`config.mk`:
```
export PLATFORM = sky130hd
export DESIGN_NAME = time_display_mux
export DESIGN_NICKNAME = d
export VERILOG_FILES = /design/src/rtl/display_pkg.sv /design/src/rtl/seg7_decode.sv /design/src/rtl/time_display_mux.sv
export SDC_FILE = /design/constraint.sdc
export NUM_CORES = 1
export LEC_CHECK = 0
export ABC_AREA = 1
export BUFFER_PORTS_ARGS = -buffer_cell sky130_fd_sc_hd__buf_4
export CAP_MARGIN = 10
export CORE_MARGIN = 1
export CORE_UTILIZATION = 41
export DETAILED_ROUTE_END_ITERATION = 6
export PLACE_DENSITY = 0.55
export SYNTH_ARGS = -nofsm -noshare
export SYNTH_HDL_FRONTEND = slang
export SYNTH_SLANG_ARGS = --single-unit
export TNS_END_PERCENT = 100
```
`constraint.sdc`:
```
create_clock -name timer -period 3.3 [get_ports timer]
set_clock_uncertainty 0.05 [all_clocks]
set_input_delay 0.33 -clock timer [delete_from_list [all_inputs] [get_ports timer]]
set_output_delay 0.33 -clock timer [all_outputs]
set_load 0.1 [all_outputs]
```
`src/rtl/display_pkg.sv`:
```
`default_nettype none
// ============================================================================
// Module   : display_pkg
// Purpose  : Seven-segment codes, digit slot indices and BCD split helper
// Revision : 1.0  initial release
// ============================================================================
package display_pkg;

  // Active-low {g,f,e,d,c,b,a}
  localparam logic [6:0] SEG_0     = 7'b1000000;
  localparam logic [6:0] SEG_1     = 7'b1111001;
  localparam logic [6:0] SEG_2     = 7'b0100100;
  localparam logic [6:0] SEG_3     = 7'b0110000;
  localparam logic [6:0] SEG_4     = 7'b0011001;
  localparam logic [6:0] SEG_5     = 7'b0010010;
  localparam logic [6:0] SEG_6     = 7'b0000010;
  localparam logic [6:0] SEG_7     = 7'b1111000;
  localparam logic [6:0] SEG_8     = 7'b0000000;
  localparam logic [6:0] SEG_9     = 7'b0010000;
  localparam logic [6:0] SEG_BLANK = 7'h7F;

  localparam logic [1:0] DIG_SEC_ONES = 2'd0;
  localparam logic [1:0] DIG_SEC_TENS = 2'd1;
  localparam logic [1:0] DIG_MIN_ONES = 2'd2;
  localparam logic [1:0] DIG_MIN_TENS = 2'd3;

  typedef struct packed {
    logic [3:0] tens;
    logic [3:0] ones;
  } bcd_t;

  // Priority compare against multiples of ten; values 60..63 yield tens = 6.
  function automatic bcd_t bcd_split(input logic [5:0] value);
    bcd_t       result;
    logic [5:0] rem;
    result.tens = 4'd0;
    rem         = value;
    for (int k = 6; k >= 1; k--) begin
      if (result.tens == 4'd0 && value >= 6'(k * 10)) begin
        result.tens = 4'(k);
        rem         = value - 6'(k * 10);
      end
    end
    result.ones = 4'(rem);
    return result;
  endfunction

endpackage
`default_nettype wire

```
`src/rtl/seg7_decode.sv`:
```
`default_nettype none
// ============================================================================
// Module   : seg7_decode
// Purpose  : BCD digit to active-low seven-segment code; 10..15 blank
// Revision : 1.0  initial release
// ============================================================================
module seg7_decode
  import display_pkg::*;
(
  input  logic [3:0] digit,
  output logic [6:0] seg
);

  always_comb begin
    seg = SEG_BLANK;
    case (digit)
      4'd0:    seg = SEG_0;
      4'd1:    seg = SEG_1;
      4'd2:    seg = SEG_2;
      4'd3:    seg = SEG_3;
      4'd4:    seg = SEG_4;
      4'd5:    seg = SEG_5;
      4'd6:    seg = SEG_6;
      4'd7:    seg = SEG_7;
      4'd8:    seg = SEG_8;
      4'd9:    seg = SEG_9;
      default: seg = SEG_BLANK;
    endcase
  end

endmodule
`default_nettype wire

```
`src/rtl/time_display_mux.sv`:
```
`default_nettype none
// ============================================================================
// Module   : time_display_mux
// Purpose  : Frame-snapshotted 4-digit mm:ss multiplexer with field blink
// Revision : 1.0  initial release
// ============================================================================
module time_display_mux
  import display_pkg::*;
#(
  parameter int REFRESH_DIV = 100000,
  parameter int BLINK_DIV   = 25000000
) (
  input  logic       timer,
  input  logic       reset,
  input  logic [5:0] minutes,
  input  logic [5:0] seconds,
  input  logic       adjust,
  input  logic       sel,
  output logic [3:0] an,
  output logic [6:0] seg,
  output logic       dp
);

  localparam int C_RW = (REFRESH_DIV > 1) ? $clog2(REFRESH_DIV) : 1;
  localparam int C_BW = (BLINK_DIV > 1) ? $clog2(BLINK_DIV) : 1;

  logic [C_RW-1:0] r_refresh_cnt;
  logic [1:0]      r_idx;
  logic [C_BW-1:0] r_blink_cnt;
  logic            r_blink_on;
  logic [5:0]      r_min_q;
  logic [5:0]      r_sec_q;
  logic            r_load_pending;

  logic            w_tc;
  logic            w_blink_wrap;
  logic            w_blank;
  bcd_t            w_min_bcd;
  bcd_t            w_sec_bcd;
  logic [3:0]      w_digit;
  logic [6:0]      w_seg;

  assign w_tc         = (r_refresh_cnt == C_RW'(REFRESH_DIV - 1));
  assign w_blink_wrap = (r_blink_cnt == C_BW'(BLINK_DIV - 1));
  assign w_min_bcd    = bcd_split(r_min_q);
  assign w_sec_bcd    = bcd_split(r_sec_q);

  // Slots 2/3 carry minutes, so idx[1] identifies the field being scanned.
  assign w_blank = adjust & ~r_blink_on & (sel == r_idx[1]);

  always_comb begin
    w_digit = 4'd0;
    case (r_idx)
      DIG_SEC_ONES: w_digit = w_sec_bcd.ones;
      DIG_SEC_TENS: w_digit = w_sec_bcd.tens;
      DIG_MIN_ONES: w_digit = w_min_bcd.ones;
      DIG_MIN_TENS: w_digit = w_min_bcd.tens;
      default:      w_digit = 4'd0;
    endcase
  end

  seg7_decode u_seg7_decode (
    .digit (w_digit),
    .seg   (w_seg)
  );

  // The scan is held during the post-reset load cycle so digit 0 of the
  // fresh snapshot still gets a full REFRESH_DIV slot.
  always_ff @(posedge timer) begin
    if (reset) begin
      r_refresh_cnt  <= '0;
      r_idx          <= DIG_SEC_ONES;
      r_min_q        <= '0;
      r_sec_q        <= '0;
      r_load_pending <= 1'b1;
    end else begin
      r_load_pending <= 1'b0;
      if (r_load_pending) begin
        r_min_q <= minutes;
        r_sec_q <= seconds;
      end else if (w_tc) begin
        r_refresh_cnt <= '0;
        r_idx         <= r_idx + 2'd1;
        if (r_idx == DIG_MIN_TENS) begin
          r_min_q <= minutes;
          r_sec_q <= seconds;
        end
      end else begin
        r_refresh_cnt <= r_refresh_cnt + C_RW'(1);
      end
    end
  end

  always_ff @(posedge timer) begin
    if (reset || !adjust) begin
      r_blink_cnt <= '0;
      r_blink_on  <= 1'b1;
    end else if (w_blink_wrap) begin
      r_blink_cnt <= '0;
      r_blink_on  <= ~r_blink_on;
    end else begin
      r_blink_cnt <= r_blink_cnt + C_BW'(1);
    end
  end

  always_ff @(posedge timer) begin
    if (reset || r_load_pending || w_blank) begin
      an  <= 4'b1111;
      seg <= SEG_BLANK;
      dp  <= 1'b1;
    end else begin
      an  <= ~(4'b0001 << r_idx);
      seg <= w_seg;
      dp  <= (r_idx == DIG_MIN_ONES) ? 1'b0 : 1'b1;
    end
  end

endmodule
`default_nettype wire

```
# After elaboration in Yosys (flattened, before gate mapping)

Memories as Yosys holds them, arrays and structs flattened. A register that Yosys moved wholly into a read port is not among the register bits.
Index checks and enable logic that the tools add are counted.

Flip-flop bits (word level): 63
Bits in read-only memories: 112
Bits of input ports: 16
Output and inout port bits: 12
Logic and storage cells: 113
Memories kept: 1

Memory list:

| memory          | words | bits a word | rd ports | clocked after memory_dff | write ports | RTL line          | source |
|---|---|---|---|---|---|---|---|
| (no name shown) | 16    | 7           | 1        | 1                        | 0           | seg7_decode.sv:16 | `case (digit)` |

$add $sub $neg: 15
Magnitude comparators: 12
Eq/ne operators: 6
Shift-type cells: 1
Muxes and demuxes: 34
Bitwise gates (word level): 5
Reductions and logical operators: 30

Operators by type and width:

| cell                                                | count |
|---|---|
| two-way mux 4 bit                                   | 21 |
| zero test 4 bit                                     | 10 |
| >= comparator 6 bit, second input constant          | 6 |
| two-way mux 6 bit                                   | 6 |
| subtractor 4 bit, second input constant             | 8 |
| adder 25 x 1 -> 25 bit, second input constant       | 1 |
| == test 25 bit, second input constant               | 1 |
| >= comparator 6 x 5 -> 1 bit, second input constant | 4 |
| adder 17 x 1 -> 17 bit, second input constant       | 1 |
| == test 17 bit, second input constant               | 1 |
| two-way mux 17 bit                                  | 1 |
| case mux 4 bit (4 select lines)                     | 1 |
| >= comparator 6 x 4 -> 1 bit, second input constant | 2 |
| logical AND 1 bit                                   | 10 |
| two-way mux 3 bit                                   | 3 |
| subtractor 4 x 2 -> 4 bit, second input constant    | 2 |
| subtractor 4 x 3 -> 4 bit, second input constant    | 2 |
| == test 2 bit, second input constant                | 2 |
| inverter 4 bit                                      | 1 |
| AND reduction 2 bit                                 | 2 |
| nonzero test 2 bit                                  | 2 |
| left shift 1 x 2 -> 4 bit, first input constant     | 1 |
| logical OR 1 bit                                    | 3 |
| adder 2 x 1 -> 2 bit, second input constant         | 1 |
| 8 further kinds                                     | 11 |

# Depth between registers and ports, before layout

Gate-level depths: netlist (run 1).

Depth in word-level cells: 18
Gate-level depth with buffers: 21

# Modules after synthesis

Synthesis (run 1) repeated with hierarchy kept, for this count alone.

Cells, all modules: 677
Area, all modules: 4443.0 um^2

By module, submodules not included:

| module           | times used | cells an instance | area an instance (um^2) | seq. area each (um^2) |
|---|---|---|---|---|
| time_display_mux | 1          | 642               | 4255.3                  | 1381.3 |
| seg7_decode      | 1          | 35                | 187.7                   | 0.0 |

# Least setup slack after synthesis (run 1)

No wires, ideal clock.

Path type: reg2reg
From: reg r_min_q[2]
To: reg seg[1]
Arrival time: 2.180 ns
Required time: 3.192 ns
Path slack: 1.012 ns
Cell stages (with the launch flop): 16
Buffers on the path: 0
Period minus slack after synthesis: 2.288 ns
Cell sequence: dfxtp_1 inv_1 ha_1 a21oi_1 nand2_1 nand3_1 inv_1 nor2_1 o21ai_1 nand2_1 a21oi_2 nor2_4 inv_1 ha_1 or2_0 nand2_1

Word-level cells in the longest chain between the ends: 18
Elaborated cells between the ends (all ways): 35

Ends and longest elaborated chain:

| element                           | RTL line               | source |
|---|---|---|
| start, declared                   | time_display_mux.sv:31 | `logic [5:0] r_min_q;` |
| start signal, assigned            | time_display_mux.sv:79 | `r_min_q <= minutes;` |
| start signal, assigned            | time_display_mux.sv:85 | `r_min_q <= minutes;` |
| >= comparator 6 bit               | display_pkg.sv:39      | `if (result.tens == 4'd0 && value >= 6'(k * 10)) begin` |
| two-way mux 3 bit                 | display_pkg.sv:39      |  |
| zero test 4 bit                   | display_pkg.sv:39      |  |
| logical AND 1 bit                 | display_pkg.sv:39      |  |
| two-way mux 3 bit                 | display_pkg.sv:39      |  |
| zero test 4 bit                   | display_pkg.sv:39      |  |
| logical AND 1 bit                 | display_pkg.sv:39      |  |
| two-way mux 4 bit                 | display_pkg.sv:39      |  |
| [2 not listed]                    | --                     |  |
| two-way mux 4 bit                 | display_pkg.sv:39      |  |
| zero test 4 bit                   | display_pkg.sv:39      |  |
| logical AND 1 bit                 | display_pkg.sv:39      |  |
| two-way mux 4 bit                 | display_pkg.sv:39      |  |
| zero test 4 bit                   | display_pkg.sv:39      |  |
| logical AND 1 bit                 | display_pkg.sv:39      |  |
| two-way mux 4 bit                 | display_pkg.sv:39      |  |
| case mux 4 bit (4 select lines) * | time_display_mux.sv:53 | `case (r_idx)` |
| end, declared                     | time_display_mux.sv:20 | `output logic [6:0] seg,` |

Mark *: on every way between the ends. The rest lies on a longest branch, timed or not.
A chain may end at the register's enable or synchronous reset.

# Worst setup path after layout (run 1)

From: reg r_min_q[3]
To: reg seg[1]

Same word-level chain as after synthesis.

==> results of run 1 <==
==> critical path, cell delays in order (launching register included) <==
cell and delay, ns:
dfxtp_1 0.60, ha_1 0.30, nand2_1 0.07, nand2_1 0.09
nor2_1 0.06, nand3_1 0.13, nand2_1 0.11, nor2_2 0.13
nand2_1 0.11, nand3_1 0.10, a21oi_2 0.08, nor2_4 0.15
inv_1 0.09, ha_1 0.29, or2_0 0.22, nand2_1 0.06
==> routing by layer <==
layer,global-route usage (%),up-vias
met5,0,-
met4,8.67,0
met3,3.12,20
met2,33.0,59
met1,23.8,1738
li1,-,2071
==> state kept, by name, summed over array words and instances, names as in the netlist <==
register / cells
dp: 1
r_idx: 2
r_min_q: 6
r_load_pending: 1
r_refresh_cnt: 17
seg: 7
r_blink_cnt: 25
r_blink_on: 1
an: 3
r_sec_q: 6
==> worst paths after layout <==
| check | startpoint | endpoint | slack, ns | cells past startpoint |
|---|---|---|---|---|
| worst max register to register | r_min_q[3] | seg[1] | 0.61 | 15 |
| worst min register to register | r_blink_cnt[0] | r_blink_cnt[0] | 0.39 | 1 |
| worst min-delay path | reset | r_load_pending | 0.15 | 1 |
| worst max-delay path | r_min_q[3] | seg[1] | 0.61 | 15 |
==> metrics by stage <==
step	hold WS (ns)	utilization, %	area (um^2)	power, mW
finish	0.147	48.2	4730	2.06
floorplan	0.308	-	4180	1.23
CTS	0.141	48.2	4730	2.09
global route	0.141	48.2	4730	2.18
detailed placement	0.384	46.0	4520	1.32
global placement	0.372	46.0	4520	1.32
==> logic make-up (layout without fill, tap and decap cells) <==
logic type | count (synthesis) | after routing | synth area share, %
AND/OR/NAND/NOR | 323 | 323 | 35.0
buffers and inverters | 101 | 138 | 9.60
flip-flops | 69 | 69 | 33.0
XOR/XNOR | 13 | 13 | 2.72
adder cells (fa/ha/maj) | 26 | 26 | 7.78
AO/OA/AOI/OAI | 89 | 89 | 11.8
==> final cells by class <==
class / instances / area, um^2 / share of cell area [%]
Clock buffer: 10 / 128 / 2.70
Clock inverter: 6 / 87.6 / 1.85
Inverter: 92 / 345 / 7.30
Multi-Input combinational cell: 451 / 2400 / 50.7
Sequential cell: 69 / 1380 / 29.2
Tap cell: 133 / 166 / 3.52
Timing Repair Buffer: 30 / 225 / 4.76
==> Yosys cell counts (all sizes together), types with 4 or more instances <==
| library cell | instances |
|---|---|
| nor3 | 19 |
| clkbuf | 5 |
| nor4 | 8 |
| xnor2 | 4 |
| or2 | 5 |
| nand4 | 14 |
| nand3 | 45 |
| ha | 26 |
| dfxtp | 69 |
| xor2 | 9 |
| nand2 | 143 |
| inv | 92 |
| a21oi | 41 |
| buf | 4 |
| o21ai | 36 |
| nor2 | 82 |
==> power groups by stage <==
stage	sequential [mW]	clock, mW	combinational, mW
3_5_place_dp	0.904	0	0.419
5_1_grt	0.889	0.814	0.471
3_3_place_gp	0.904	0	0.419
6_report	0.885	0.760	0.419
4_1_cts	0.885	0.782	0.420
2_1_floorplan	0.988	0	0.243
==> flow_metrics.py, run 1 <==
metrics = {
    "final_layout": {
        "area_growth_pct": 13.2,
        "diodes": 0,
        "layout_common_cells": "nand2_1, inv_1, nor2_1",
        "layout_commonest_cell": "nand2_1",
        "final_layout_size_suffix_gt1_share_pct": 11.9,
        "final_net_count": 695,
        "fin_cells": 791,
        "fillers": 1039,
    },
    "drt": {
        "drt_iter0_drc": 159,
        "wire_per_inst_um": 11.7,
        "wl_um": 9280,
        "wirelength_met1_um": 4490,
        "met3_length_um": 256,
        "drc": 0,
        "top_layer_used": "met4",
        "drtAntennaViolNets": 0,
        "num_vias": 3888,
        "wl_met2_um": 4310,
        "dr.pass1.iters": 5,
        "vias_per_cell": 4.92,
    },
    "clocking": {
        "cts_tree": "built",
        "path_clk_slew_ns": 0.08,
        "post_cts_resize_count": 0,
        "cts.sinks": 69,
        "post_cts_buffers": 0,
        "cts_inserted_buffers": 9,
        "root_buffer": "clkbuf_8",
        "cts.htree.levels": 3,
        "clk_latency_ns": 0.34,
        "postCtsHoldBufs": 0,
        "cts_buffer_depth": 2,
    },
    "pwr": {
        "vdd_drop_max_uv": 205,
        "p_comb_share_pct": 20.3,
        "p_switching_mw": 0.653,
        "p_per_area_nw_per_um2": 436,
        "p_int_mw": 1.41,
        "p_sw_share_pct": 31.6,
        "clock_power_share_pct": 36.8,
        "leakage_nw": 2.03,
        "sequentialPowerShare_pct": 42.9,
    },
    "die": {
        "dieArea_um2": 10600,
        "rows": 36,
        "die_y_um": 103,
        "die_w_um": 103,
        "initial_core_util_pct": 42.6,
        "core_um2": 9820,
        "io_pins": 28,
    },
    "global_route": {
        "grt_pass1_wl_um": 16200,
        "globalRoute.totalOverflow": 0,
        "track_usage_pct": 19.3,
        "grt_max_degree": 24,
        "grt_pass1_vias": 3706,
        "antenna_found_initial": 0,
    },
    "yosys": {
        "synthCells": 621,
        "ys.flop_type": "dfxtp_1",
        "synth-async-reset-ratio_pct": 0,
        "ys_seq_elements": 69,
        "yosysSeqAreaShare_pct": 33.0,
        "synth_area_um2": 4180,
        "synth_top_area_share_pct": 33.0,
        "synth_edf_count": 0,
        "yosys_warnings": 0,
        "synth_cell_types": 39,
        "yosys.area.top_type": "dfxtp_1",
        "synth_fp_nets": 663,
        "synth_area_leaders": "dfxtp_1, nand2_1, inv_1",
        "syn_avg_cell_area_um2": 6.73,
    },
    "timing": {
        "setup_violations": 0,
        "fin_crit_ns": 2.69,
        "tightest_slew_ns": 0.452,
        "rsz0062_at_grt": "no",
        "period_share_pct": 81.6,
        "final_max_slew_viol_count": 0,
        "fmax_ghz": 0.372,
        "timing.slew.headroom_pct": 69.8,
        "tns_ns": 0,
        "fin_ws_ns": 0.609,
        "hold_viol": 0,
    },
    "placement": {
        "dp.cells": 775,
        "io_buffers": 27,
        "pre_cts_ws_ns": 0.637,
        "gp_congestion": 0.937,
        "hpwl_um": 7120,
    },
    "hold_path": {
        "holdCritPathClass": "input pin to flip-flop",
    },
    "run_status": {
        "status": "completed",
    },
    "job": {
        "cap_violations": 0,
    },
    "setup_path": {
        "critPathArrivalTime_ns": 2.93,
        "critPathKind": "flip-flop to flip-flop",
        "end_kind": "flip-flop",
        "cp-start-kind": "flip-flop",
        "crit_required_ns": 3.54,
        "path_max_fanout": 11,
    },
}
Power figures use the tool's default switching activity.
==> run 2, diff against run 1 <==
Clock period 3.3 ns to 2.8 ns, I/O delays scaled along.
==> run 2 against run 1 <==
Compared with the run above:
- design area rose by 0.40%
- clock-buffer cell count increased by 5
- hold slack worse by 0.060 ns
- die area is the same
- utilization up 0.19 points
- flip-flop and latch count stayed put
- global-route usage increased by 0.56 points
- largest power group unchanged
- sequential power up 18%
- register-to-register slack worse by 0.29 ns
==> flow_metrics.py, run 2 (synthesis results as in run 1) <==
metrics = {
    "timing": {
        "tns_ns": 0,
        "holdWs_ns": 0.0868,
        "fmax_ghz": 0.404,
        "hold_viol": 0,
        "fin_crit_ns": 2.48,
        "setup_violations": 0,
        "period_share_pct": 88.5,
        "rsz0062_at_grt": "no",
        "final_max_slew_viol_count": 0,
        "tightest_slew_ns": 0.486,
        "timing.slew.headroom_pct": 67.3,
    },
    "global_route": {
        "met1_usage_pct": 23.8,
        "grt_pass1_wl_um": 16300,
        "grt_max_degree": 24,
        "grt_pass1_vias": 3663,
        "track_usage_pct": 19.8,
        "antenna_found_initial": 0,
        "top_usage_layer": "met2",
        "gr-usage-met3_pct": 5.22,
        "use_met2_pct": 33.9,
        "globalRoute.totalOverflow": 0,
    },
    "clocking": {
        "clk_latency_ns": 0.35,
        "cts_buffer_depth": 2,
        "path_clk_slew_ns": 0.07,
        "cts.sinks": 69,
        "post_cts_buffers": 0,
        "cts.htree.levels": 3,
        "root_buffer": "clkbuf_8",
        "postCtsHoldBufs": 0,
        "cts_tree": "built",
        "post_cts_resize_count": 0,
        "cts_inserted_buffers": 9,
    },
    "pwr": {
        "power_mw": 2.35,
        "vdd_drop_max_uv": 311,
        "leakage_nw": 2.04,
        "p_per_area_nw_per_um2": 495,
    },
    "setup_path": {
        "worst_path_max_delay_cell": "dfxtp_2",
        "critPathArrivalTime_ns": 2.72,
        "critical_path.top_delay_family": "simple AND/OR/NAND/NOR gates",
        "critPathKind": "flip-flop to flip-flop",
        "path_max_fanout": 8,
        "reg2reg_from": "r_min_q[2]",
        "path_buf_inv": 3,
        "reg2reg_depth": 15,
        "critPathMaxStageDelay_ns": 0.38,
        "end_kind": "flip-flop",
        "path_cells": "inv_2 -> ha_1 -> a21oi_1 -> nand2_1 -> nand3_1 -> inv_1 -> nor2_1 -> o21ai_1 -> nand2_1 -> a21oi_2 -> nor2_4 -> inv_1 -> ha_1 -> or2_0 -> nand2_1",
        "cp-start-kind": "flip-flop",
        "crit_top_cell": "nand2_1",
        "ff2ff_setup_slack_ns": 0.32,
        "rr_endpoint": "seg[1]",
        "crit_required_ns": 3.04,
    },
    "final_layout": {
        "fillers": 1053,
        "fin_cells": 793,
        "layout_common_cells": "nand2_1, inv_1, nor2_1",
        "final_layout_size_suffix_gt1_share_pct": 13.5,
        "regMostFlops": "r_blink_cnt",
        "utilization_pct": 48.4,
        "final_net_count": 698,
        "largest_register_ffs": 25,
        "area_growth_pct": 13.6,
        "layout_commonest_cell": "nand2_1",
        "diodes": 0,
        "top_regs": "r_blink_cnt (25), r_refresh_cnt (17), seg (7)",
    },
    "drt": {
        "num_vias": 3912,
        "wl_um": 9470,
        "dr.pass1.iters": 5,
        "drc": 0,
        "drtAntennaViolNets": 0,
        "drt_iter0_drc": 147,
        "wire_per_inst_um": 11.9,
        "vias_per_cell": 4.93,
    },
    "job": {
        "cap_violations": 0,
    },
    "placement": {
        "hpwl_um": 7300,
        "io_buffers": 27,
        "gp_congestion": 0.828,
        "dp.cells": 778,
    },
    "run_status": {
        "status": "completed",
    },
    "hold_path": {
        "hold_start": "reset",
        "holdCritPathClass": "input pin to flip-flop",
        "holdPathEnd": "r_load_pending",
        "whs_path_depth": 1,
    },
    "die": {
        "die_y_um": 103,
        "dieArea_um2": 10600,
        "rows": 36,
        "core_um2": 9820,
        "initial_core_util_pct": 42.6,
        "die_w_um": 103,
        "io_pins": 28,
    },
}
==> run 2: changes by cell type in the layout (fill, tap and decap cells not counted), sizes merged <==
cell    before  now
clkbuf      10   15
buf         30   33
bufinv       2    0
clkinv       4    0
==> run 2: how the worst max path moves through the flow <==
stage	from	end	slack, ns	cells after the start
after global placement	r_sec_q[2]	seg[1]	0.16	17
after detailed placement	r_sec_q[2]	seg[1]	0.14	17
final	r_min_q[2]	seg[1]	0.32	15
after floorplan	r_min_q[2]	seg[1]	0.51	15
after CTS	r_sec_q[2]	seg[1]	0.12	17
after global routing	r_min_q[2]	seg[3]	0.03	18
==> run 2: cell type report <==
| type | count | area [um^2] | share of cell area, % |
|---|---|---|---|
| clock buffers | 15 | 196 | 4.13 |
| inverters | 92 | 345 | 7.27 |
| multi-input cells | 451 | 2410 | 50.7 |
| flip-flops and latches | 69 | 1390 | 29.2 |
| well taps | 133 | 166 | 3.50 |
| repair buffers | 33 | 248 | 5.21 |
==> run 2: power by group <==
part	leakage (nW)	internal [mW]	switching, mW	total, mW
Combinational	1.37	0.153	0.354	0.507
Sequential	0.563	1.01	0.0292	1.04
Clock	0.102	0.439	0.363	0.803
Total	2.04	1.61	0.747	2.35
==> run 2: through the flow <==
step / setup WS [ns] / cell area [um^2]
2_1_floorplan: 0.512 / 4180
3_3_place_gp: 0.161 / 4540
3_5_place_dp: 0.139 / 4540
4_1_cts: 0.116 / 4740
5_1_grt: 0.0305 / 4750
6_report: 0.323 / 4750
==> run 2: per-layer routing <==
| layer | part of all wire, % | wire [um] | up-vias |
|---|---|---|---|
| li1 | - | - | 2072 |
| met1 | 48 | 4530 | 1771 |
| met2 | 47 | 4490 | 53 |
| met3 | 2.8 | 266 | 16 |
| met4 | 1.9 | 183 | 0 |
| met5 | 0 | 0 | - |
